### config.mk
export PLATFORM = sky130hd
export DESIGN_NAME = tune_scheduler_flat
export DESIGN_NICKNAME = d
export VERILOG_FILES = /design/src/rtl/tune_if.sv /design/src/rtl/tune_scheduler.sv /design/src/flat_wrapper.sv
export SDC_FILE = /design/constraint.sdc
export NUM_CORES = 1
export LEC_CHECK = 0
export ABC_AREA = 1
export CORE_MARGIN = 1
export CORE_UTILIZATION = 23
export CTS_CLUSTER_DIAMETER = 30
export DETAILED_ROUTE_END_ITERATION = 8
export HOLD_SLACK_MARGIN = 0.15
export PLACE_DENSITY = 0.38
export SLEW_MARGIN = 5
export SYNTH_ARGS = -nofsm -noshare
export SYNTH_HDL_FRONTEND = slang
export SYNTH_SLANG_ARGS = --single-unit
### constraint.sdc
create_clock -name sys_clk -period 2.9 [get_ports sys_clk]
set_clock_uncertainty 0.05 [all_clocks]
set_input_delay 0.58 -clock sys_clk [delete_from_list [all_inputs] [get_ports sys_clk]]
set_output_delay 0.58 -clock sys_clk [all_outputs]
set_load 0.1 [all_outputs]
### src/rtl/tune_if.sv
// Melody scheduler bus: control pulses, live key input, note-table read port
// and the tone-generator outputs, grouped so they travel as one port.
interface tune_if #(
  parameter int ADDR_W = 8
);
  logic              start;
  logic              stop;
  logic              key_hold;
  logic [15:0]       key_data;
  logic [ADDR_W-1:0] mem_addr;
  logic [24:0]       mem_data;
  logic [15:0]       speaker_data;
  logic              play;
  logic              busy;
  logic              done;

  // Controller / memory side.
  modport master (
    output start, stop, key_hold, key_data, mem_data,
    input  mem_addr, speaker_data, play, busy, done
  );

  // Scheduler side.
  modport slave (
    input  start, stop, key_hold, key_data, mem_data,
    output mem_addr, speaker_data, play, busy, done
  );
endinterface

### src/rtl/tune_scheduler.sv
// Melody sequencer: walks a note table in synchronous memory and drives the
// tone generator for each note's duration, with a silent gap after every note.
// A held live key preempts playback and freezes the sequencer in place.
module tune_scheduler #(
  parameter int TICK_DIV = 100000,
  parameter int GAP_MS   = 10,
  parameter int ADDR_W   = 8
) (
  input  logic   sys_clk,
  input  logic   sys_rst,
  tune_if.slave  bus
);

  localparam int PRE_W = (TICK_DIV > 1) ? $clog2(TICK_DIV) : 1;
  localparam int GAP_W = (GAP_MS > 0) ? $clog2(GAP_MS + 1) : 1;
  localparam logic [PRE_W-1:0] PRE_MAX = PRE_W'(TICK_DIV - 1);

  typedef enum logic [2:0] {S_IDLE, S_FETCH, S_LOAD, S_NOTE, S_GAP} state_t;

  state_t            r_state,   w_state;
  logic [ADDR_W-1:0] r_mem_addr, w_mem_addr;
  logic [15:0]       r_speaker, w_speaker;
  logic              r_play,    w_play;
  logic              r_done,    w_done;
  logic [PRE_W-1:0]  r_pre,     w_pre;
  logic [7:0]        r_dur,     w_dur;
  logic [GAP_W-1:0]  r_gap,     w_gap;
  logic [15:0]       r_saved,   w_saved;
  logic              r_paused;
  logic              w_tick;
  logic              w_advance;

  wire        w_end_flag = bus.mem_data[24];
  wire [7:0]  w_duration = bus.mem_data[23:16];
  wire [15:0] w_half     = bus.mem_data[15:0];

  assign w_tick = (r_pre == PRE_MAX);

  // State register and all datapath registers; everything clears on reset.
  always_ff @(posedge sys_clk or posedge sys_rst) begin
    if (sys_rst) begin
      r_state    <= S_IDLE;
      r_mem_addr <= '0;
      r_speaker  <= '0;
      r_play     <= 1'b0;
      r_done     <= 1'b0;
      r_pre      <= '0;
      r_dur      <= '0;
      r_gap      <= '0;
      r_saved    <= '0;
      r_paused   <= 1'b0;
    end else begin
      // NOTE: state uses non-blocking assignments so every register samples
      // the same pre-edge values; blocking here would create order-dependent races.
      r_state    <= w_state;
      r_mem_addr <= w_mem_addr;
      r_speaker  <= w_speaker;
      r_play     <= w_play;
      r_done     <= w_done;
      r_pre      <= w_pre;
      r_dur      <= w_dur;
      r_gap      <= w_gap;
      r_saved    <= w_saved;
      r_paused   <= bus.key_hold;
    end
  end

  // Next-state and next-output logic: stop first, then freeze under key,
  // otherwise normal sequencing; the live key overrides the speaker last.
  always_comb begin
    // NOTE: every variable gets a default before any branch so no path can
    // leave one unassigned, which would infer a latch.
    w_state    = r_state;
    w_mem_addr = r_mem_addr;
    w_speaker  = r_speaker;
    w_play     = r_play;
    w_done     = 1'b0;
    w_pre      = r_pre;
    w_dur      = r_dur;
    w_gap      = r_gap;
    w_saved    = r_saved;
    w_advance  = 1'b0;

    if (bus.stop) begin
      // Abort wins over start and over the key freeze; counters are discarded.
      w_state   = S_IDLE;
      w_speaker = '0;
      w_play    = 1'b0;
      w_pre     = '0;
      w_dur     = '0;
      w_gap     = '0;
    end else if (!bus.key_hold) begin
      // First cycle after a key release: put back what the melody was playing.
      if (r_paused) begin
        if (r_state == S_NOTE) begin
          w_speaker = r_saved;
          w_play    = |r_saved;
        end else begin
          w_speaker = '0;
          w_play    = 1'b0;
        end
      end

      unique case (r_state)
        S_IDLE: begin
          if (bus.start) begin
            w_mem_addr = '0;
            w_state    = S_FETCH;
          end
        end
        S_FETCH: w_state = S_LOAD;
        S_LOAD: begin
          if (w_end_flag) begin
            w_state = S_IDLE;
            w_done  = 1'b1;
          end else if (w_duration == 8'd0) begin
            w_advance = 1'b1;
          end else begin
            w_speaker = w_half;
            w_saved   = w_half;
            w_play    = |w_half;
            w_dur     = w_duration;
            w_pre     = '0;
            w_state   = S_NOTE;
          end
        end
        S_NOTE: begin
          w_pre = w_tick ? '0 : r_pre + PRE_W'(1);
          if (w_tick) begin
            w_dur = r_dur - 8'd1;
            if (r_dur == 8'd1) begin
              w_speaker = '0;
              w_play    = 1'b0;
              if (GAP_MS > 0) begin
                w_gap   = GAP_W'(GAP_MS);
                w_pre   = '0;
                w_state = S_GAP;
              end else begin
                w_advance = 1'b1;
              end
            end
          end
        end
        S_GAP: begin
          w_pre = w_tick ? '0 : r_pre + PRE_W'(1);
          if (w_tick) begin
            w_gap = r_gap - GAP_W'(1);
            if (r_gap == GAP_W'(1)) w_advance = 1'b1;
          end
        end
        default: w_state = S_IDLE;
      endcase

      // Move to the next entry, or finish at the top of the table.
      if (w_advance) begin
        if (r_mem_addr == '1) begin
          w_state = S_IDLE;
          w_done  = 1'b1;
        end else begin
          w_mem_addr = r_mem_addr + ADDR_W'(1);
          w_state    = S_FETCH;
        end
      end
    end

    if (bus.key_hold) begin
      w_speaker = bus.key_data;
      w_play    = |bus.key_data;
    end
  end

  assign bus.mem_addr     = r_mem_addr;
  assign bus.speaker_data = r_speaker;
  assign bus.play         = r_play;
  assign bus.busy         = (r_state != S_IDLE);
  assign bus.done         = r_done;

endmodule

### src/flat_wrapper.sv
// flat-port wrapper written by rule: the top's interface ports become plain ports
module tune_scheduler_flat 
#(
  parameter int TICK_DIV = 100000,
  parameter int GAP_MS   = 10,
  parameter int ADDR_W   = 8
)
  (sys_clk, sys_rst, bus_start, bus_stop, bus_key_hold, bus_key_data, bus_mem_data, bus_mem_addr, bus_speaker_data, bus_play, bus_busy, bus_done);
  tune_if #(.ADDR_W(ADDR_W)) bus_i ();
  input  logic sys_clk;
  input  logic sys_rst;
  input wire logic [$bits(bus_i.start)-1:0] bus_start;
  input wire logic [$bits(bus_i.stop)-1:0] bus_stop;
  input wire logic [$bits(bus_i.key_hold)-1:0] bus_key_hold;
  input wire logic [$bits(bus_i.key_data)-1:0] bus_key_data;
  input wire logic [$bits(bus_i.mem_data)-1:0] bus_mem_data;
  output wire logic [$bits(bus_i.mem_addr)-1:0] bus_mem_addr;
  output wire logic [$bits(bus_i.speaker_data)-1:0] bus_speaker_data;
  output wire logic [$bits(bus_i.play)-1:0] bus_play;
  output wire logic [$bits(bus_i.busy)-1:0] bus_busy;
  output wire logic [$bits(bus_i.done)-1:0] bus_done;
  assign bus_i.start = bus_start;
  assign bus_i.stop = bus_stop;
  assign bus_i.key_hold = bus_key_hold;
  assign bus_i.key_data = bus_key_data;
  assign bus_i.mem_data = bus_mem_data;
  assign bus_mem_addr = bus_i.mem_addr;
  assign bus_speaker_data = bus_i.speaker_data;
  assign bus_play = bus_i.play;
  assign bus_busy = bus_i.busy;
  assign bus_done = bus_i.done;
  tune_scheduler #(.TICK_DIV(TICK_DIV), .GAP_MS(GAP_MS), .ADDR_W(ADDR_W)) u_core (.sys_clk(sys_clk), .sys_rst(sys_rst), .bus(bus_i));
endmodule
# Word-level counts from Yosys, hierarchy flattened
# Index checks and enable logic that the tools add are counted.
[totals]
register_bits = 75
in_bits = 46
output_inout_bits = 27
word_cells = 117
[op_classes]
n_addsub = 4
n_eq_ne = 19
mux = 65
bitwise_logic = 4
n_reduce_logical = 15
[op_table]
columns = ["operator", "count"]
rows = [
  ["two-way mux 16 bit", 8],
  ["two-way mux 17 bit", 7],
  ["two-way mux 8 bit", 9],
  ["case mux 17 bit (3 select lines)", 1],
  ["OR reduction 16 bit", 3],
  ["case mux 16 bit (2 select lines)", 1],
  ["two-way mux 3 bit", 8],
  ["two-way mux 1 bit", 21],
  ["two-way mux 4 bit", 5],
  ["adder 17 x 1 -> 17 bit (second input constant)", 1],
  ["== test 17 bit (second input constant)", 1],
  ["case mux 8 bit (2 select lines)", 1],
  ["case mux 3 bit (5 select lines)", 1],
  ["AND reduction 5 bit", 3],
  ["!= test 3 x 2 -> 1 bit (second input constant)", 3],
  ["!= test 3 bit (second input constant)", 3],
  ["nonzero test 3 bit", 3],
  ["adder 8 x 1 -> 8 bit (second input constant)", 1],
  ["== test 8 x 1 -> 1 bit (second input constant)", 1],
  ["== test 8 bit (second input constant)", 1],
  ["zero test 8 bit", 1],
  ["!= test 4 x 3 -> 1 bit (second input constant)", 2],
  ["case mux 4 bit (2 select lines)", 1],
  ["subtractor 8 x 1 -> 8 bit (second input constant)", 1],
  ["other kinds (15)", 20],
]

# Logic depth before layout (Yosys ltp)
[logic_depth]
word_depth = 9
ltp_mapped = 13

# Worst setup path before layout
# OpenSTA, ideal clock, no wires.
[synth_timing]
path_kind = "reg-to-reg"
start = "register u_core.r_mem_addr[0] (netlist: u_core.bus.mem_addr[0])"
end = "register u_core.r_mem_addr[2] (netlist: u_core.bus.mem_addr[2])"
setup_time_ps = 67
t_arrival_ps = 2320
required_time_ps = 2783
path_slack_ps = 463
stages_incl_launch_ff = 12
path_cell_list = "dfrtp_1 > ha_1 > nand3_1 > nor2_1 > nand2_1 > nor2_1 > nand2_1 > nand2_1 > nand2_1 > nand2_1 > nand2_1 > nand2_1"
[synth_via]
elab_chain_cells = 3
word_cells_on_any_way = 4
classes_between = "1 x add/sub; 1 x eq/ne; 2 x mux"
[synth_rtl]
columns = ["element", "line", "source"]
rows = [
  ["from (decl)", "tune_scheduler.sv:21", "logic [ADDR_W-1:0] r_mem_addr, w_mem_addr;"],
  ["from (signal assigned)", "tune_scheduler.sv:56", "r_mem_addr <= w_mem_addr;"],
  ["adder 8 x 1 -> 8 bit / == test 8 bit (equally long branches)", "tune_scheduler.sv:160, tune_scheduler.sv:156", ""],
  ["two-way mux 8 bit *", "tune_scheduler.sv:156", "if (r_mem_addr == '1) begin"],
  ["two-way mux 8 bit *", "tune_scheduler.sv:155", "if (w_advance) begin"],
]
# Every way passes the cells marked *; elsewhere a longest branch is shown, timed or not.
# A chain may end at the register's enable or synchronous reset.

# Final worst setup path
[layout_timing]
start = "register u_core.r_pre[0]"
end = "register u_core.r_speaker[11] (netlist: u_core.bus.speaker_data[11])"
[layout_via]
elab_chain_cells = 5
[layout_rtl]
columns = ["element", "line", "source"]
rows = [
  ["from (decl)", "tune_scheduler.sv:25", "logic [PRE_W-1:0] r_pre, w_pre;"],
  ["from (signal assigned)", "tune_scheduler.sv:60", "r_pre <= w_pre;"],
  ["== test 17 bit", "tune_scheduler.sv:37", "assign w_tick = (r_pre == PRE_MAX);"],
  ["two-way mux 16 bit", "tune_scheduler.sv:129", "if (w_tick) begin"],
  ["case mux 16 bit (2 select lines)", "tune_scheduler.sv:104", "unique case (r_state)"],
  ["two-way mux 16 bit", "tune_scheduler.sv:84", "if (bus.stop) begin"],
  ["two-way mux 16 bit", "tune_scheduler.sv:166", "if (bus.key_hold) begin"],
  ["net u_core.w_speaker[11]", "tune_scheduler.sv:22", "logic [15:0] r_speaker, w_speaker;"],
  ["to (signal assigned)", "tune_scheduler.sv:57", "r_speaker <= w_speaker;"],
  ["to (decl)", "tune_scheduler.sv:22", ""],
]
# The timed path passes the listed nets, and every way through them passes these cells.

==> flow_summary.toml <==
[worst_setup_path]
cp_top_family = "simple AND/OR/NAND/NOR gates"
crit_path_end_kind = "register"
path_class = "register to register"
worstPathRequired_ns = 3.08
cpPeakStageDelay_ns = 0.40
cpMostUsedCell = "nand2_1"
path_cells = "ha_1 > nand2_1 > inv_1 > nand2_1 > nor2_1 > nand3_1 > nand2_1 > nand3_2 > nand2_1 > nand2_1 > nand2_1 > nand2_1"
cp_slowest_cell = "dfrtp_1"
arrival_ns = 2.41
cp_max_fo = 15
start_kind = "register"
path_buf_inv = 1

[timing]
finalMaxSlewViolations = 0
tns_ns = 0
slew_headroom = 0.599
period_needed_ns = 2.23
worst_pin_slew_ns = 0.597
setup_violations = 0
fmax_ghz = 0.449
min_period_over_period = 0.769
rsz0062_at_grt = "false"
hold_viol = 0

[clock_network]
cts_tree = "built"
cts_setup_buffers = 0
cts_buffers = 9
htree_levels = 3
root_buffer = "clkbuf_16"
clock-sinks = 75
clk_pin_slew_worst_paths_ns = 0.06
hold_buffers = 0
clk_latency_ns = 0.34
cts-resized-gates = 0
cts_buffer_depth = 2

[synthesis]
synth_xor_area_frac = 0.0151
ys.warnings.count = 0
synth_top_family_by_area = "simple AND/OR/NAND/NOR gates"
synth-seq-cells = 75
synth_mux_area_frac = 0.00431
ys_seq_area_frac = 0.404
synth_simple_gate_area_frac = 0.375
synthCells = 700
synth-async-reset-ratio = 1.00
synth-edff-count = 0
syn_avg_cell_area_sq_um = 6.64
synthesis.area_sq_um = 4650
ys_types = 35
synth_adder_area_share = 0.0162
synth_compound_area_frac = 0.102
syn_nets = 752
synth_flop_cell = "dfrtp_1"
synth_area_leaders = "dfrtp_1 (40%), nand2_1 (21%), nor2_1 (6.7%), inv_1 (6.6%), o21ai_0 (5.2%)"
yosysTopAreaCellShare = 0.404
synth_area_leader_cell = "dfrtp_1"

[worst_hold_path]
holdCritPathClass = "register to register"

[grt]
grt_max_degree = 34
grt_remaining_overflow = 0
grtUsageTotal = 0.156
grt_pass1_wl_um = 24800
grt_pass1_vias = 4701
antenna_found_initial = 1

[cells_and_area]
stdcell_count = 1051
nNetsFinal = 833
layout-drive-gt1-share = 0.0929
design_area_sq_um = 5980
synthToLayoutAreaGrowth_pct = 28.7
final_util = 0.304
final_common_cell = "nand2_1"
diodes = 0
final_cell_mix = "nand2_1 (256), nor2_1 (82), inv_1 (81), dfrtp_1 (75), o21ai_0 (48)"

[pwr]
peakVddDrop_v = 0.000285
power.total_mw = 3.83
leakagePower_nw = 2.94
power_density_nw_per_um2 = 640

[route]
wirelength_um = 15200
drc = 0
ant_nets = 0
via_per_inst = 4.46
wl_per_cell_um = 14.4
vias = 4687
drt-met1-wl_um = 7080
dr.pass1.iters = 4
top_layer = "met5"
wl_met2_um = 7370
wl_met3_um = 508
drt_iter0_drc = 256

[floorplan]
placementRows = 51
die_h_um = 144
die-area_sq_um = 20800
core_area_sq_um = 19700
ioPinCount = 73
initial_utilization = 0.236
die_width_um = 144

[placement]
dp_hpwl_um = 11600
placed_cells = 1035
gp_congestion = 0.817
place_area_sq_um = 5680
io_buffers = 72

[run_status]
status = "complete, no violations"

[job]
maxCapViolCount = 0
-- Yosys cell counts (2+ instances only) --
cell,instances
a21oi_1,21
a21oi_2,2
a31oi_1,2
buf_2,2
buf_4,2
clkbuf_1,10
clkinv_1,2
dfrtp_1,75
ha_1,6
inv_1,82
inv_2,2
mux2i_1,2
nand2_1,256
nand2_2,3
nand3_1,42
nand3_2,2
nand4_1,19
nor2_1,83
nor2_2,2
nor2_4,2
nor3_1,5
nor4_1,5
o21ai_0,48
o21ai_1,4
o21ai_2,2
o22ai_1,4
xnor2_1,2
xor2_1,6
-- final cells by class --
cell class / count / area [sq um]
timing repair buffer: 84 / 756
inverter: 86 / 324
sequential: 75 / 1880
clock inverter: 6 / 65.1
multi-input combinational: 525 / 2390
tap: 265 / 332
clock buffer: 10 / 239
fill: 2237 / 13700
-- stage by stage --
step	hold slack [ns]	worst slack, ns
2_1_floorplan	0.403	0.360
3_3_place_gp	0.424	0.307
3_5_place_dp	0.424	0.292
4_1_cts	0.440	0.662
5_1_grt	0.465	0.431
6_report	0.437	0.671
-- sequential cells by signal, indices dropped and copies added, names as in the netlist --
| name | flops |
|---|---|
| u_core.bus.speaker_data | 16 |
| u_core.r_gap | 4 |
| u_core.bus.done | 1 |
| u_core.r_state | 3 |
| u_core.r_dur | 8 |
| u_core.bus.play | 1 |
| u_core.r_pre | 17 |
| u_core.r_saved | 16 |
| u_core.r_paused | 1 |
| u_core.bus.mem_addr | 8 |
-- worst register-to-register path, delay by kind of cell, from the launching register on --
family / cells / cell delay, ns
AND/OR/NAND/NOR: 10 / 1.41
flip-flops: 1 / 0.40
adder cells (fa/ha/maj): 1 / 0.19
buffers and inverters: 1 / 0.08
-- power by group --
| part | switching (mW) | internal [mW] |
|---|---|---|
| logic | 0.935 | 0.395 |
| registers | 0.114 | 1.21 |
| clock network | 0.480 | 0.691 |
-- kinds of logic (layout without fill, tap and decap cells) --
group                    Yosys count  after routing
AND/OR/NAND/NOR                  421            421
multiplexers                       2              2
flip-flops                        75             75
adder cells (fa/ha/maj)            6              6
XOR/XNOR                           8              8
AO/OA/AOI/OAI                     88             88
buffers and inverters            100            186
-- path summary, 6_finish.rpt --
| check | startpoint | to | slack [ns] | depth (start not counted) |
|---|---|---|---|---|
| worst min-delay path | u_core.r_saved[12] | u_core.r_saved[12] | 0.44 | 2 |
| min in group asynchronous | sys_rst | u_core.r_dur[1] | 0.51 | 2 |
| worst min register to register | u_core.r_saved[12] | u_core.r_saved[12] | 0.44 | 2 |
| max in group asynchronous | sys_rst | u_core.r_pre[8] | 1.59 | 3 |
| worst max-delay path | u_core.r_pre[0] | u_core.bus.speaker_data[11] | 0.67 | 12 |
| worst max register to register | u_core.r_pre[0] | u_core.bus.speaker_data[11] | 0.67 | 12 |
-- per-layer routing --
metal / vias up / track usage
met5: - / 0
met4: 2 / 0.0560
met3: 19 / 0.0338
met2: 72 / 0.268
met1: 2214 / 0.192
li1: 2380 / -
(Power assumes the default switching activity.)
